<file path="src/rtl/p2s_pkg.sv">
// Definitions shared by the serial stream converters (p2s_stream now, s2p_stream later).
package p2s_pkg;

    localparam logic [1:0] ST_IDLE  = 2'd0;
    localparam logic [1:0] ST_SHIFT = 2'd1;
    localparam logic [1:0] ST_GAP   = 2'd2;

    localparam int GAP_CNT_W = 8;

    // Width of a counter indexing an n-bit word; at least one bit so DATA_W=2 stays legal.
    function automatic int cnt_width(input int n);
        return (n <= 2) ? 1 : $clog2(n);
    endfunction

endpackage

</file>
<file path="src/rtl/p2s_stream_if.sv">
// Word-side valid/ready channel feeding the parallel-to-serial converter.
interface p2s_stream_if #(
    parameter int DATA_W = 8
);
    logic              in_valid;
    logic              in_ready;
    logic [DATA_W-1:0] in_data;

    modport master (output in_valid, output in_data, input  in_ready);
    modport slave  (input  in_valid, input  in_data, output in_ready);
endinterface

</file>
<file path="src/rtl/p2s_hold_reg.sv">
// One-entry holding register between the word producer and the shifter.
module p2s_hold_reg #(
    parameter int DATA_W = 8
) (
    input  logic              clk,
    input  logic              rst,
    input  logic              push,
    input  logic [DATA_W-1:0] push_data,
    input  logic              pop,
    output logic              hold_vld,
    output logic [DATA_W-1:0] hold_data
);

    // push and pop never coincide: the producer only sees ready while the entry is empty.
    always_ff @(posedge clk) begin
        if (rst) begin
            hold_vld  <= 1'b0;
            hold_data <= '0;
        end else if (push) begin
            hold_vld  <= 1'b1;
            hold_data <= push_data;
        end else if (pop) begin
            hold_vld  <= 1'b0;
        end
    end

endmodule

</file>
<file path="src/rtl/p2s_stream.sv">
// Parallel-to-serial converter: valid/ready word input, tick-paced serial output with framing.
//
// state    | meaning
// ST_IDLE  | no word in flight; start a frame on the next tick if a word is held
// ST_SHIFT | emitting bits 1..DATA_W-1 of the current word, one per tick
// ST_GAP   | inter-frame idle slots, GAP_TICKS ticks long
module p2s_stream
    import p2s_pkg::*;
#(
    parameter int   DATA_W     = 8,
    parameter int   MSB_FIRST  = 1,
    parameter int   GAP_TICKS  = 0,
    parameter logic IDLE_LEVEL = 1'b0
) (
    input  logic        clk,
    input  logic        rst,
    input  logic        tick,
    p2s_stream_if.slave in_if,
    output logic        ser_out,
    output logic        ser_en,
    output logic        frame_start,
    output logic        frame_last,
    output logic        busy
);

    localparam int                     BIT_W    = cnt_width(DATA_W);
    localparam logic [BIT_W-1:0]       BIT_LAST = BIT_W'(DATA_W - 1);
    localparam logic [GAP_CNT_W-1:0]   GAP_LAST = (GAP_TICKS > 0) ? GAP_CNT_W'(GAP_TICKS - 1) : '0;

    logic [1:0]           state;
    logic [DATA_W-1:0]    shreg;
    logic [BIT_W-1:0]     bit_cnt;
    logic [GAP_CNT_W-1:0] gap_cnt;
    logic                 hold_vld;
    logic [DATA_W-1:0]    hold_data;
    logic                 push;
    logic                 pop;

    function automatic logic next_bit(input logic [DATA_W-1:0] w);
        return (MSB_FIRST != 0) ? w[DATA_W-1] : w[0];
    endfunction

    function automatic logic [DATA_W-1:0] shift_once(input logic [DATA_W-1:0] w);
        return (MSB_FIRST != 0) ? {w[DATA_W-2:0], 1'b0} : {1'b0, w[DATA_W-1:1]};
    endfunction

    assign push            = in_if.in_valid & ~hold_vld;
    assign pop             = tick & (state == ST_IDLE) & hold_vld;
    assign in_if.in_ready  = ~hold_vld;
    assign busy            = (state != ST_IDLE) | hold_vld;

    p2s_hold_reg #(
        .DATA_W    (DATA_W)
    ) u_hold (
        .clk       (clk),
        .rst       (rst),
        .push      (push),
        .push_data (in_if.in_data),
        .pop       (pop),
        .hold_vld  (hold_vld),
        .hold_data (hold_data)
    );

    // The shifter is pre-shifted on load so every state emits from the same end of shreg.
    always_ff @(posedge clk) begin
        if (rst) begin
            state       <= ST_IDLE;
            shreg       <= '0;
            bit_cnt     <= '0;
            gap_cnt     <= '0;
            ser_out     <= IDLE_LEVEL;
            ser_en      <= 1'b0;
            frame_start <= 1'b0;
            frame_last  <= 1'b0;
        end else begin
            ser_en      <= 1'b0;
            frame_start <= 1'b0;
            frame_last  <= 1'b0;
            if (tick) begin
                case (state)
                    ST_IDLE: begin
                        if (hold_vld) begin
                            ser_out     <= next_bit(hold_data);
                            shreg       <= shift_once(hold_data);
                            ser_en      <= 1'b1;
                            frame_start <= 1'b1;
                            bit_cnt     <= BIT_W'(1);
                            state       <= ST_SHIFT;
                        end else begin
                            ser_out     <= IDLE_LEVEL;
                        end
                    end
                    ST_SHIFT: begin
                        ser_out <= next_bit(shreg);
                        shreg   <= shift_once(shreg);
                        ser_en  <= 1'b1;
                        if (bit_cnt == BIT_LAST) begin
                            frame_last <= 1'b1;
                            bit_cnt    <= '0;
                            state      <= (GAP_TICKS > 0) ? ST_GAP : ST_IDLE;
                        end else begin
                            bit_cnt    <= bit_cnt + 1'b1;
                        end
                    end
                    ST_GAP: begin
                        ser_out <= IDLE_LEVEL;
                        if (gap_cnt == GAP_LAST) begin
                            gap_cnt <= '0;
                            state   <= ST_IDLE;
                        end else begin
                            gap_cnt <= gap_cnt + 1'b1;
                        end
                    end
                    default: begin
                        ser_out <= IDLE_LEVEL;
                        state   <= ST_IDLE;
                    end
                endcase
            end
        end
    end

endmodule

</file>
<file path="src/flat_wrapper.sv">
// flat-port wrapper written by rule: the top's interface ports become plain ports
module p2s_stream_flat import p2s_pkg::*;
#(
    parameter int   DATA_W     = 8,
    parameter int   MSB_FIRST  = 1,
    parameter int   GAP_TICKS  = 0,
    parameter logic IDLE_LEVEL = 1'b0
)
  (clk, rst, tick, ser_out, ser_en, frame_start, frame_last, busy, in_if_in_valid, in_if_in_data, in_if_in_ready);
  p2s_stream_if #(.DATA_W(DATA_W)) in_if_i ();
  input  logic clk;
  input  logic rst;
  input  logic tick;
  output logic ser_out;
  output logic ser_en;
  output logic frame_start;
  output logic frame_last;
  output logic busy;
  input wire logic [$bits(in_if_i.in_valid)-1:0] in_if_in_valid;
  input wire logic [$bits(in_if_i.in_data)-1:0] in_if_in_data;
  output wire logic [$bits(in_if_i.in_ready)-1:0] in_if_in_ready;
  assign in_if_i.in_valid = in_if_in_valid;
  assign in_if_i.in_data = in_if_in_data;
  assign in_if_in_ready = in_if_i.in_ready;
  p2s_stream #(.DATA_W(DATA_W), .MSB_FIRST(MSB_FIRST), .GAP_TICKS(GAP_TICKS), .IDLE_LEVEL(IDLE_LEVEL)) u_core (.clk(clk), .rst(rst), .tick(tick), .in_if(in_if_i), .ser_out(ser_out), .ser_en(ser_en), .frame_start(frame_start), .frame_last(frame_last), .busy(busy));
endmodule
</file>
<file path="config.mk">
export PLATFORM = sky130hd
export DESIGN_NAME = p2s_stream_flat
export DESIGN_NICKNAME = d
export VERILOG_FILES = /design/src/rtl/p2s_pkg.sv /design/src/rtl/p2s_stream_if.sv /design/src/rtl/p2s_hold_reg.sv /design/src/rtl/p2s_stream.sv /design/src/flat_wrapper.sv
export SDC_FILE = /design/constraint.sdc
export NUM_CORES = 1
export LEC_CHECK = 0
export ABC_AREA = 1
export BUFFER_PORTS_ARGS = -buffer_cell sky130_fd_sc_hd__buf_2
export CAP_MARGIN = 20
export CORE_MARGIN = 10
export CORE_UTILIZATION = 56
export CTS_BUF_LIST = sky130_fd_sc_hd__clkbuf_8
export CTS_CLUSTER_SIZE = 14
export DETAILED_ROUTE_END_ITERATION = 7
export PLACE_DENSITY = 0.8
export SETUP_SLACK_MARGIN = 0.3
export SYNTH_ARGS = -nofsm -noshare
export SYNTH_HDL_FRONTEND = slang
export SYNTH_SLANG_ARGS = --single-unit
</file>
<file path="constraint.sdc">
create_clock -name clk -period 1.07 [get_ports clk]
set_input_delay 0.2675 -clock clk [delete_from_list [all_inputs] [get_ports clk]]
set_output_delay 0.2675 -clock clk [all_outputs]
set_load 0.05 [all_outputs]
</file>
==> impl_results.md, run 1 <==
- Critical path endpoint category: output pin
- Footprint of the multi-input gates: around 520 um^2
- Setup slack, reg-to-reg: -0.12 ns
- Post-Syn Area per Cell: between 7 and 8 um^2
- Diode count: 0
- Reg clk slew, reported paths: 0.08 ns
- P_leak: between 0.6 and 0.7 nW
- Post-Layout Cell Count: around 180
- Number of global-route vias before repair: approximately 910
- Detailed Routing Iterations Pass 1: 4
- Reg2reg start: u_core.u_hold.hold_vld
- Reg2reg end: u_core.shreg[7]
- Buffers added on ports: 17
- CTS root buf: clkbuf_8
- Max_cap viols: 0
- Cell count after synthesis: ~140
- Core ar.: 0.001689 mm^2
- Worst Hold Class: input pin to register
- Failing checks: negative setup slack
- Setup WS pre-CTS: between 0.002 and 0.0025 ns
- Row cnt: 15
- Routed length per instance: 14.16 um
- Initial Utilization: 0.5837
- Clk_skew: between 0.009 and 0.01 ns
- Clock Latency Late Sink: 0.27 ns
- RSZ-0062 raised after global routing: yes
- Final-layout fill cell count: 98
- CP Cell Sequence: clkinvlp_4 -> buf_4
- Ys Warns: 0
- Global route overflow: 0
- Initial drt markers: 23
- Sequential area share after synthesis: 0.4873
- Status: finished, violations left
- Initial antenna violation count: 0
- Vias per cell: 5.258
- Peak supply drop: ~1200 uV
- #FFs+latches synth: 24
- Via Count: roughly 960
- Clk sink count: 24
- Total CTS buffers: 3
- Routed WL: about 2.6 mm
- # IOs: 18
- Cell area after synthesis: approximately 990 um^2
- Final Slew Violations: 0
- Die X: 61.96 um
- Slew margin rel.: 0.8262
- Syn Nets: 149
- Fin nets: 180
- Area grow syn2layout: 44.80%
- Tcrit/Tclk final: 1.165
- Die outline area: approximately 0.0038 mm^2
- WP data required: approximately 0.8 ns
- Hold wc startpoint: in_if_in_data[4]
- Inst Count DP: 173
- PwrDens: 1357 mW/mm^2
- Hold EP: u_core.u_hold.hold_data[4]
- Final worst slack: -0.1770 ns
- Hold Fails Final Rpt: 0
- Maximum clock rate: between 0.8 and 0.9 GHz
- Crit Path Category: register to output pin
- Critical Path Fanout Max: 3
- DRC viols: 0
- Worst slew pin tran: roughly 0.26 ns
- Crit start category: register
- Hpwl dp: 1.551 mm
- CTS tree: done
- Gpl congestion: between 0.7 and 0.8
- Htree depth: 1
- GRT Overall Usage: 0.1411
- Routed Antenna Nets: 0
- Die Ht: 61.96 um
- Fin crit period: roughly 1.2 ns
- Largest net degree at the start of global routing: 18
- CP arrival: ~0.98 ns
- Worst r2r path cells: 6
- Unique masters post-synth: 16
- WHS Path Cells: 3
- Longest Clk Path Bufs: 2
- Most frequent cells in the layout: nand2_1 (26), nor2_1 (26), dfxtp_1 (16), inv_1 (12), o21ai_0 (12)
- Layout cells sized above 1: 0.3939
- Sequential Area: 493.0 um^2
- Final setup vio count: 21
- Worst path slowest cell: dfxtp_4
- First-pass GRT wire length: approximately 4 mm
- CP peak stage delay: 0.37 ns
[per-stage QoR]
step	hold WS, ns	power [mW]	utilization	setup TNS [ns]	instance area [um^2]
6_report	0.2411	1.938	0.8452	-1.729	1428
4_1_cts	0.2600	1.886	0.8000	-0.5446	1351
5_1_grt	0.2757	2.026	0.8452	-2.804	1428
2_1_floorplan	0.3292	1.218	-	-0.8117	1055
3_3_place_gp	0.4473	1.305	0.7119	0	1202
3_5_place_dp	0.4608	1.320	0.7119	0	1202
[Yosys cell counts, drive strengths merged]
cell type | number | share of area
o21ai | 18 | 0.10
inv | 16 | 0.061
nor2 | 30 | 0.11
nand3 | 4 | 0.020
nand2 | 31 | 0.12
a21oi | 5 | 0.029
ha | 2 | 0.025
clkbuf | 1 | 0.0038
nor3 | 1 | 0.0051
dfxtp | 24 | 0.49
buf | 3 | 0.028
[worst max path at each step]
stage	from	endpoint	slack (ns)	depth (start not counted)
CTS	u_core.u_hold.hold_vld	busy	-0.14	3
global placement	u_core.state[0]	u_core.shreg[5]	0.04	6
floorplan	u_core.u_hold.hold_vld	busy	-0.12	2
finish	u_core.u_hold.hold_vld	in_if_in_ready	-0.18	2
detailed placement	u_core.state[0]	u_core.bit_cnt[1]	0.002	5
global route	u_core.u_hold.hold_vld	busy	-0.21	3
[sequential cells by signal, summed over array words and instances (netlist names)]
register	count
u_core.u_hold.hold_vld	1
u_core.frame_start	1
u_core.ser_out	1
u_core.state	1
u_core.u_hold.hold_data	8
u_core.bit_cnt	3
u_core.ser_en	1
u_core.shreg	7
u_core.frame_last	1
[power breakdown]
group / leakage (nW) / switching, mW / internal, mW
Combinational: 0.425 / 0.237 / 0.183
Sequential: 0.201 / 0.0340 / 0.953
Clock: 0.0269 / 0.274 / 0.256
[layout make-up]
| cell class | instances | area share |
|---|---|---|
| multi-input combinational | 92 | 0.3620 |
| clock inverter | 1 | 0.002629 |
| timing repair buffer | 29 | 0.1981 |
| sequential | 24 | 0.3453 |
| inverter | 16 | 0.04820 |
| clock buffer | 3 | 0.02892 |
| tap | 17 | 0.01490 |
[critical path: cells and delay by family (launching register included)]
family	cells	cell delay, ns
buf+inv	2	0.34
flops	1	0.37
[routing by layer]
metal | GRT usage | routed length, um | vias up
met3 | 0.03252 | 123 | 6
met4 | 0.06369 | 70 | 0
met2 | 0.2558 | 1397 | 28
met5 | 0 | 0 | -
met1 | 0.1509 | 986 | 447
li1 | - | - | 476
[what timing repair did]
| action | 4_1_cts | 5_1_grt |
|---|---|---|
| hold buffers | 0 | 0 |
| resized for setup | 25 | 8 |
| endpoints found under the setup margin | 30 | 30 |
| buffers inserted | 1 | 1 |
| pin swaps | 3 | 3 |
| cloned | 1 | 2 |
[logic make-up after synthesis]
logic type	after synthesis	synth area share
buf+inv	20	0.09262
fa+ha+maj	2	0.02538
simple gates	66	0.2627
flops	24	0.4873
compound gates	23	0.1320
Power figures use the tool's default switching activity.
==> inputs of run 2 (changes only) <==
--- a/config.mk
+++ b/config.mk
@@ -19,2 +19,3 @@
 export SYNTH_HDL_FRONTEND = slang
+export SYNTH_HIERARCHICAL = 1
 export SYNTH_SLANG_ARGS = --single-unit
==> constraint.sdc (replaced) <==
create_clock -name clk -period 1.07 [get_ports clk]
set_input_delay 0.214 -clock clk [delete_from_list [all_inputs] [get_ports clk]]
set_output_delay 0.214 -clock clk [all_outputs]
set_load 0.05 [all_outputs]
==> impl_results.md, run 2 <==
- Status: finished, violations left
- Failing checks: negative setup slack
- Initial drt markers: about 150
- PwrDens: about 1400 mW/mm^2
- Hold Fails Final Rpt: 0
- Ys Warns: 6
- Via Count: roughly 1200
- WP data required: 0.86 ns
- Gpl congestion: about 0.77
- Routed Antenna Nets: 0
- CTS tree: done
- Tcrit/Tclk final: 1.152
- Final Slew Violations: 0
- Synth Area in Adders: 0.02430
- Critical Path Fanout Max: 2
- First-pass GRT wire length: between 5 and 6 mm
- Diode count: 0
- Initial antenna violation count: 0
- Top flop regs: u_core/u_hold/hold_data: 8 flops, u_core/shreg: 7 flops, u_core/bit_cnt: 3 flops
- Hpwl dp: approximately 1.7 mm
- Global route overflow: 0
- Die outline area: slightly below 0.004 mm^2
- Clock Latency Late Sink: between 0.2 and 0.3 ns
- Clk_skew: 0.001962 ns
- Cell count after synthesis: ~140
- Number of synthesized flops with an enable pin: 0
- Die Ht: between 60 and 70 um
- Post-Syn Area per Cell: approximately 7.5 um^2
- Clk sink count: 24
- Peak supply drop: 1113 uV
- Critical path endpoint category: output pin
- Buffers added on ports: 17
- Area grow syn2layout: 58.81%
- Routed length per instance: between 20 and 25 um
- Total power: around 2.2 mW
- Post-Synth XOR/XNOR Area: 0
- Largest family of logic cells by synthesized area: simple AND/OR/NAND/NOR gates
- Number of global-route vias before repair: 1107
- Max FFs per register: 8
- P_leak: roughly 0.71 nW
- Largest net degree at the start of global routing: 14
- Worst Hold Class: input pin to register
- Hold_buf cts: 0
- Worst slew pin tran: about 0.53 ns
- #FFs+latches synth: 24
- Unique masters post-synth: 20
- Fin nets: between 150 and 200
- Row cnt: 15
- Routed WL: between 4 and 5 mm
- Longest Clk Path Bufs: 2
- DRC viols: 0
- CP arrival: just over 1 ns
- CP peak stage delay: approximately 0.38 ns
- Yosys top cell by area: dfxtp_1
- Detailed Routing Iterations Pass 1: 5
- Most instantiated cells after synthesis: nor2_1 (33), nand2_1 (25), dfxtp_1 (24), inv_1 (11), o21ai_0 (10)
- Final setup vio count: 17
- Maximum clock rate: 0.8111 GHz
- Cell with the most instances after synthesis: nor2_1
- Most frequent cells in the layout: nand2_1 (21), nor2_1 (21), dfxtp_1 (16), buf_2 (11), inv_1 (9)
- Worst path slowest cell: dfxtp_4
- Sequential area share after synthesis: 0.4666
- Die X: 62.88 um
- FFs w/ async S/R, synth: 0
- Crit start category: register
- Largest Register: u_core/u_hold/hold_data
- Syn Nets: roughly 150
- Mux contribution to synthesized area: 0
- Simple-gate area share of the yosys netlist: 0.3244
- Cell area after synthesis: a little over 0.001 mm^2
- Complex-gate fraction of the synthesized area: 0.09478
- CTS root buf: clkbuf_8
- Slew margin rel.: 0.6494
- Final worst slack: -0.1629 ns
- Layout cells sized above 1: 0.5417
- Total CTS buffers: 3
- RSZ-0062 raised after global routing: yes
- CP Cell Sequence: clkinvlp_4 -> nand2_8 -> buf_8
- GRT Overall Usage: 0.1538
- Max_cap viols: 0
- Vias per cell: roughly 6.0
- Core ar.: 0.001727 mm^2
- Fin crit period: around 1.2 ns
- Htree depth: 1
- Core Util, Final: 0.9471
- Reg clk slew, reported paths: around 0.080 ns
- Most used DFF post-synth: dfxtp_1
- Crit Path Category: register to output pin
- Top cell type's share of synthesized area: 0.4666
- Synth area leaders: dfxtp_1 (47%), nor2_1 (12%), nand2_1 (9.1%)
- # IOs: 18
- Initial Utilization: 0.5964
## run 2: layout make-up
type,count,area (um^2)
Multi-Input combinational cell,98,720.7
Fill cell,50,91.34
Tap cell,25,31.28
Inverter,15,70.07
Timing Repair Buffer,27,260.3
Clock buffer,4,55.05
Sequential cell,24,498.0
## run 2: report_power, final
part / switching [mW] / internal [mW]
Combinational: 0.367 / 0.230
Clock: 0.282 / 0.328
Sequential: 0.0538 / 0.956
## run 2: kinds of logic (layout without fill, tap and decap cells)
logic type               after synthesis  after routing
adder cells (fa/ha/maj)                2              2
AO/OA/AOI/OAI                         18             18
flip-flops                            24             24
AND/OR/NAND/NOR                       76             78
buffers and inverters                 18             46
## run 2: path summary, 6_finish.rpt
| kind | cells past startpoint | slack, ns | from | end |
|---|---|---|---|---|
| worst max-delay path | 3 | -0.16 | u_core/u_hold/hold_vld | busy |
| worst min-delay path | 3 | 0.18 | in_if_in_data[1] | u_core/u_hold/hold_data[1] |
| worst max register to register | 8 | -0.12 | u_core/u_hold/hold_vld | u_core/shreg[1] |
| worst min register to register | 2 | 0.52 | u_core/bit_cnt[1] | u_core/bit_cnt[1] |
## run 2: routing by layer
metal,track usage,part of all wire,vias up
met5,0,0,-
met4,0.09777,0.051,0
met3,0.03943,0.12,23
met2,0.2703,0.49,109
met1,0.1570,0.34,525
li1,-,-,495
## run 2: critical path, delay by kind of cell, from the launching register on
kind | cells | cell delay (ns)
buffers and inverters | 2 | 0.28
flip-flops | 1 | 0.38
AND/OR/NAND/NOR | 1 | 0.09
## run 2: timing repair
item | 4_1_cts | 5_1_grt
pin swaps | 16 | 14
endpoints found under the setup margin | 30 | 30
resized for setup | 53 | 26
cloned | 1 | 1
setup buffers | 3 | 2
## run 2: stage by stage
| step | instance area, um^2 | worst slack, ns | hold WS, ns | setup TNS, ns | std cells |
|---|---|---|---|---|---|
| final | 1635 | -0.1629 | 0.1798 | -1.036 | 193 |
| after global routing | 1635 | -0.2023 | 0.1934 | -1.870 | 193 |
| after CTS | 1490 | -0.1295 | 0.1573 | -0.2574 | 190 |
| after detailed placement | 1231 | 0.006189 | 0.4437 | 0 | 182 |
| after global placement | 1231 | 0.04448 | 0.4323 | 0 | 182 |
| after floorplan | 1099 | -0.1397 | 0.2673 | -0.9751 | 138 |
==> inputs of run 3 (changes only) <==
Settings changed: PLACE_DENSITY 0.8 to not set, PLACE_DENSITY_LB_ADDON set to 0.1.
==> impl_results.md, run 3 <==
- Yosys top cell by area: dfxtp_1
- # IOs: 18
- Unique masters post-synth: 20
- Die X: around 63 um
- Cell count after synthesis: 138
- Die Ht: approximately 63 um
- Most used DFF post-synth: dfxtp_1
- Longest Clk Path Bufs: 2
- Row cnt: 15
- Worst EP kind: output port
- CTS root buf: clkbuf_8
- Most instantiated cells after synthesis: nor2_1 (33), nand2_1 (25), dfxtp_1 (24), inv_1 (11), o21ai_0 (10)
- Syn Nets: ~150
- Tool Error: [ERROR DPL-0038] Utilization greater than 100%, impossible to legalize
- Post-Syn Area per Cell: roughly 7.5 um^2
- Number of synthesized flops with an enable pin: 0
- Total CTS buffers: 3
- Cell area after synthesis: about 0.001 mm^2
- Largest net degree at the start of global routing: 15
- Cell with the most instances after synthesis: nor2_1
- Clk sink count: 24
- Fail Step: global routing
- Sequential area share after synthesis: 0.4666
- #FFs+latches synth: 24
- Ys Warns: 6
- Initial Utilization: 0.5964
- Htree depth: 1
- Hpwl dp: ~1.7 mm
- Top cell type's share of synthesized area: 0.4666
- Worst-path endpoint after global-route repair_timing: busy
- Buffers added on ports: 17
- Gpl congestion: roughly 0.8
- Synth area leaders: dfxtp_1 (47%), nor2_1 (12%), nand2_1 (9.1%)
- FFs w/ async S/R, synth: 0
- Status: aborted with a tool error
- Hold_buf cts: 0
==> run 3: cell counts after synthesis <==
Identical to the previous run, type by type.
==> run 3: logic make-up after synthesis <==
logic type	synth area share
AOI/OAI and AO/OA	0.09477
adders and majority gates	0.02430
buffers and inverters	0.08992
DFF	0.4666
and+or+nand+nor	0.3244
==> run 3: timing repair <==
item / 4_1_cts
pin swaps: 13
gates resized for setup: 54
cloned: 3
buffers inserted: 5
endpoints found under the setup margin: 30
==> run 3: metrics by stage <==
stage	setup WS [ns]	util	setup TNS, ns	std cells	cell area, um^2
2_1_floorplan	-0.1397	-	-0.9751	138	1099
3_3_place_gp	0.02418	0.7087	0	181	1224
3_5_place_dp	0.0006041	0.7087	0	181	1224
4_1_cts	-0.1176	0.9000	-0.2339	193	1554
==> inputs of run 4 (changes only) <==
Settings changed: CORE_AREA set to 10 10 71 73, CORE_MARGIN 10 to not set, CORE_UTILIZATION 56 to not set, CTS_BUF_LIST sky130_fd_sc_hd__clkbuf_8 to not set, CTS_CLUSTER_SIZE 14 to not set, DIE_AREA set to 0 0 81 83, PLACE_DENSITY_LB_ADDON 0.1 to 0.15, SETUP_SLACK_MARGIN 0.3 to not set.
==> impl_results.md, run 4 (same netlist as run 2, synthesis figures left out) <==
- Critical Path Fanout Max: 2
- Final worst slack: -0.1223 ns
- Routed length per instance: around 11 um
- CTS root buf: clkbuf_8
- Initial antenna violation count: 0
- Post-Layout Cell Count: between 200 and 250
- Setup slack, reg-to-reg: 0.01 ns
- Worst Hold Class: input pin to register
- Number of global-route vias before repair: around 870
- Fin crit period: about 1.2 ns
- DRC viols: 0
- Longest Clk Path Bufs: 2
- Hold_buf cts: 0
- Total CTS buffers: 3
- Final-layout fill cell count: slightly above 400
- Hold EP: u_core/u_hold/hold_vld
- P_leak: roughly 0.64 nW
- Reg2reg end: u_core/shreg[1]
- Die Ht: 83 um
- Buffers added on ports: 17
- Hold wc startpoint: rst
- Core ar.: ~0.0036 mm^2
- Status: finished, violations left
- Area grow syn2layout: 38.15%
- Reg2reg start: u_core/u_hold/hold_vld
- Via Count: approximately 940
- Clock Latency Late Sink: 0.26 ns
- Row cnt: 22
- Hpwl dp: between 1.5 and 2 mm
- Max_cap viols: 0
- Routed Antenna Nets: 0
- Diode count: 0
- Most frequent cells in the layout: nand2_1 (24), dfxtp_1 (21), nor2_1 (20), buf_2 (13), nor2_2 (11)
- Placed inst area: 0.001220 mm^2
- RSZ-0062 raised after global routing: yes
- CP arrival: 0.98 ns
- Fin nets: between 150 and 200
- Critical path endpoint category: output pin
- Max FFs per register: 8
- Reg clk slew, reported paths: roughly 0.08 ns
- Final Slew Violations: 0
- Final setup vio count: 2
- GRT Overall Usage: 0.06829
- WHS Path Cells: 2
- Layout cells sized above 1: 0.3832
- PwrDens: between 1000 and 1500 mW/mm^2
- Total power: 1.972 mW
- Global route overflow: 0
- Detailed Routing Iterations Pass 1: 4
- Largest net degree at the start of global routing: 14
- Hold Fails Final Rpt: 0
- Crit start category: register
- WP data required: approximately 0.86 ns
- Largest Register: u_core/u_hold/hold_data
- Worst r2r path cells: 8
- Maximum clock rate: roughly 0.84 GHz
- Initial drt markers: 27
- Peak supply drop: roughly 460 uV
- # IOs: 18
- First-pass GRT wire length: between 3 and 4 mm
- Die X: between 80 and 90 um
- Tcrit/Tclk final: 1.114
- Vias per cell: approximately 4.4
- Final design area excluding fillers: about 0.0014 mm^2
- Clk_skew: 0.003986 ns
- Htree depth: 1
- Gpl congestion: roughly 0.7
- Worst slew pin tran: around 0.25 ns
- Routed WL: around 2.5 mm
- Inst Count DP: between 200 and 250
- Slew margin rel.: 0.8315
- Clk sink count: 24
- Die outline area: slightly below 0.007 mm^2
- Failing checks: negative setup slack
- Crit Path Category: register to output pin
- Top flop regs: u_core/u_hold/hold_data: 8 flops, u_core/shreg: 7 flops, u_core/bit_cnt: 3 flops
- CTS tree: done
- Commonest non-fill, non-tap cell in the layout: nand2_1
- Initial Utilization: 0.2834
[run 4: layout make-up]
cell class                 count  area [um^2]  area share
multi-input combinational     97        563.0      0.3958
timing repair buffer          27        197.7      0.1390
inverter                      15        70.07     0.04925
clock buffer                   4        45.04     0.03166
sequential                    24        486.7      0.3421
tap                           48        60.06     0.04222
[run 4: routing by layer]
layer | vias up | track usage | wire (um)
met4 | 0 | 0.03286 | 36
met2 | 16 | 0.1030 | 1125
met1 | 423 | 0.08566 | 1184
met3 | 4 | 0.01940 | 112
li1 | 493 | - | -
met5 | - | 0 | 0
[run 4: critical path, stage by stage (launching register included)]
cell and delay, ns:
dfxtp_4 0.36, clkinvlp_4 0.13, nand2_8 0.08, buf_8 0.14
[run 4: worst max path at each step]
stage / to / start / slack [ns]
detailed placement: busy / u_core/u_hold/hold_vld / 0.02
floorplan: u_core/shreg[7] / u_core/u_hold/hold_vld / -0.14
global placement: busy / u_core/u_hold/hold_vld / 0.04
finish: busy / u_core/u_hold/hold_vld / -0.12
global route: busy / u_core/u_hold/hold_vld / -0.17
CTS: busy / u_core/u_hold/hold_vld / -0.15
[run 4: stage by stage]
step           setup WS [ns]  TNS (ns)  hold WS, ns    util
2_1_floorplan        -0.1397   -0.9698       0.2673       -
3_3_place_gp         0.03887         0       0.4306  0.3357
3_5_place_dp         0.02351         0       0.4411  0.3357
4_1_cts              -0.1463   -0.2811       0.1559  0.3616
5_1_grt              -0.1689   -0.5533       0.1615  0.3915
6_report             -0.1223   -0.2430       0.1608  0.3915
[run 4: what timing repair did]
action,CTS,global route
buffers inserted,2,2
endpoints found under the setup margin,3,23
cloned,0,2
resized for setup,11,30
pin swaps,1,7
[run 4: report_power, final]
| group | switching, mW | total [mW] | internal (mW) |
|---|---|---|---|
| combinational | 0.261 | 0.438 | 0.177 |
| sequential | 0.0337 | 0.990 | 0.956 |
| clock | 0.278 | 0.544 | 0.266 |
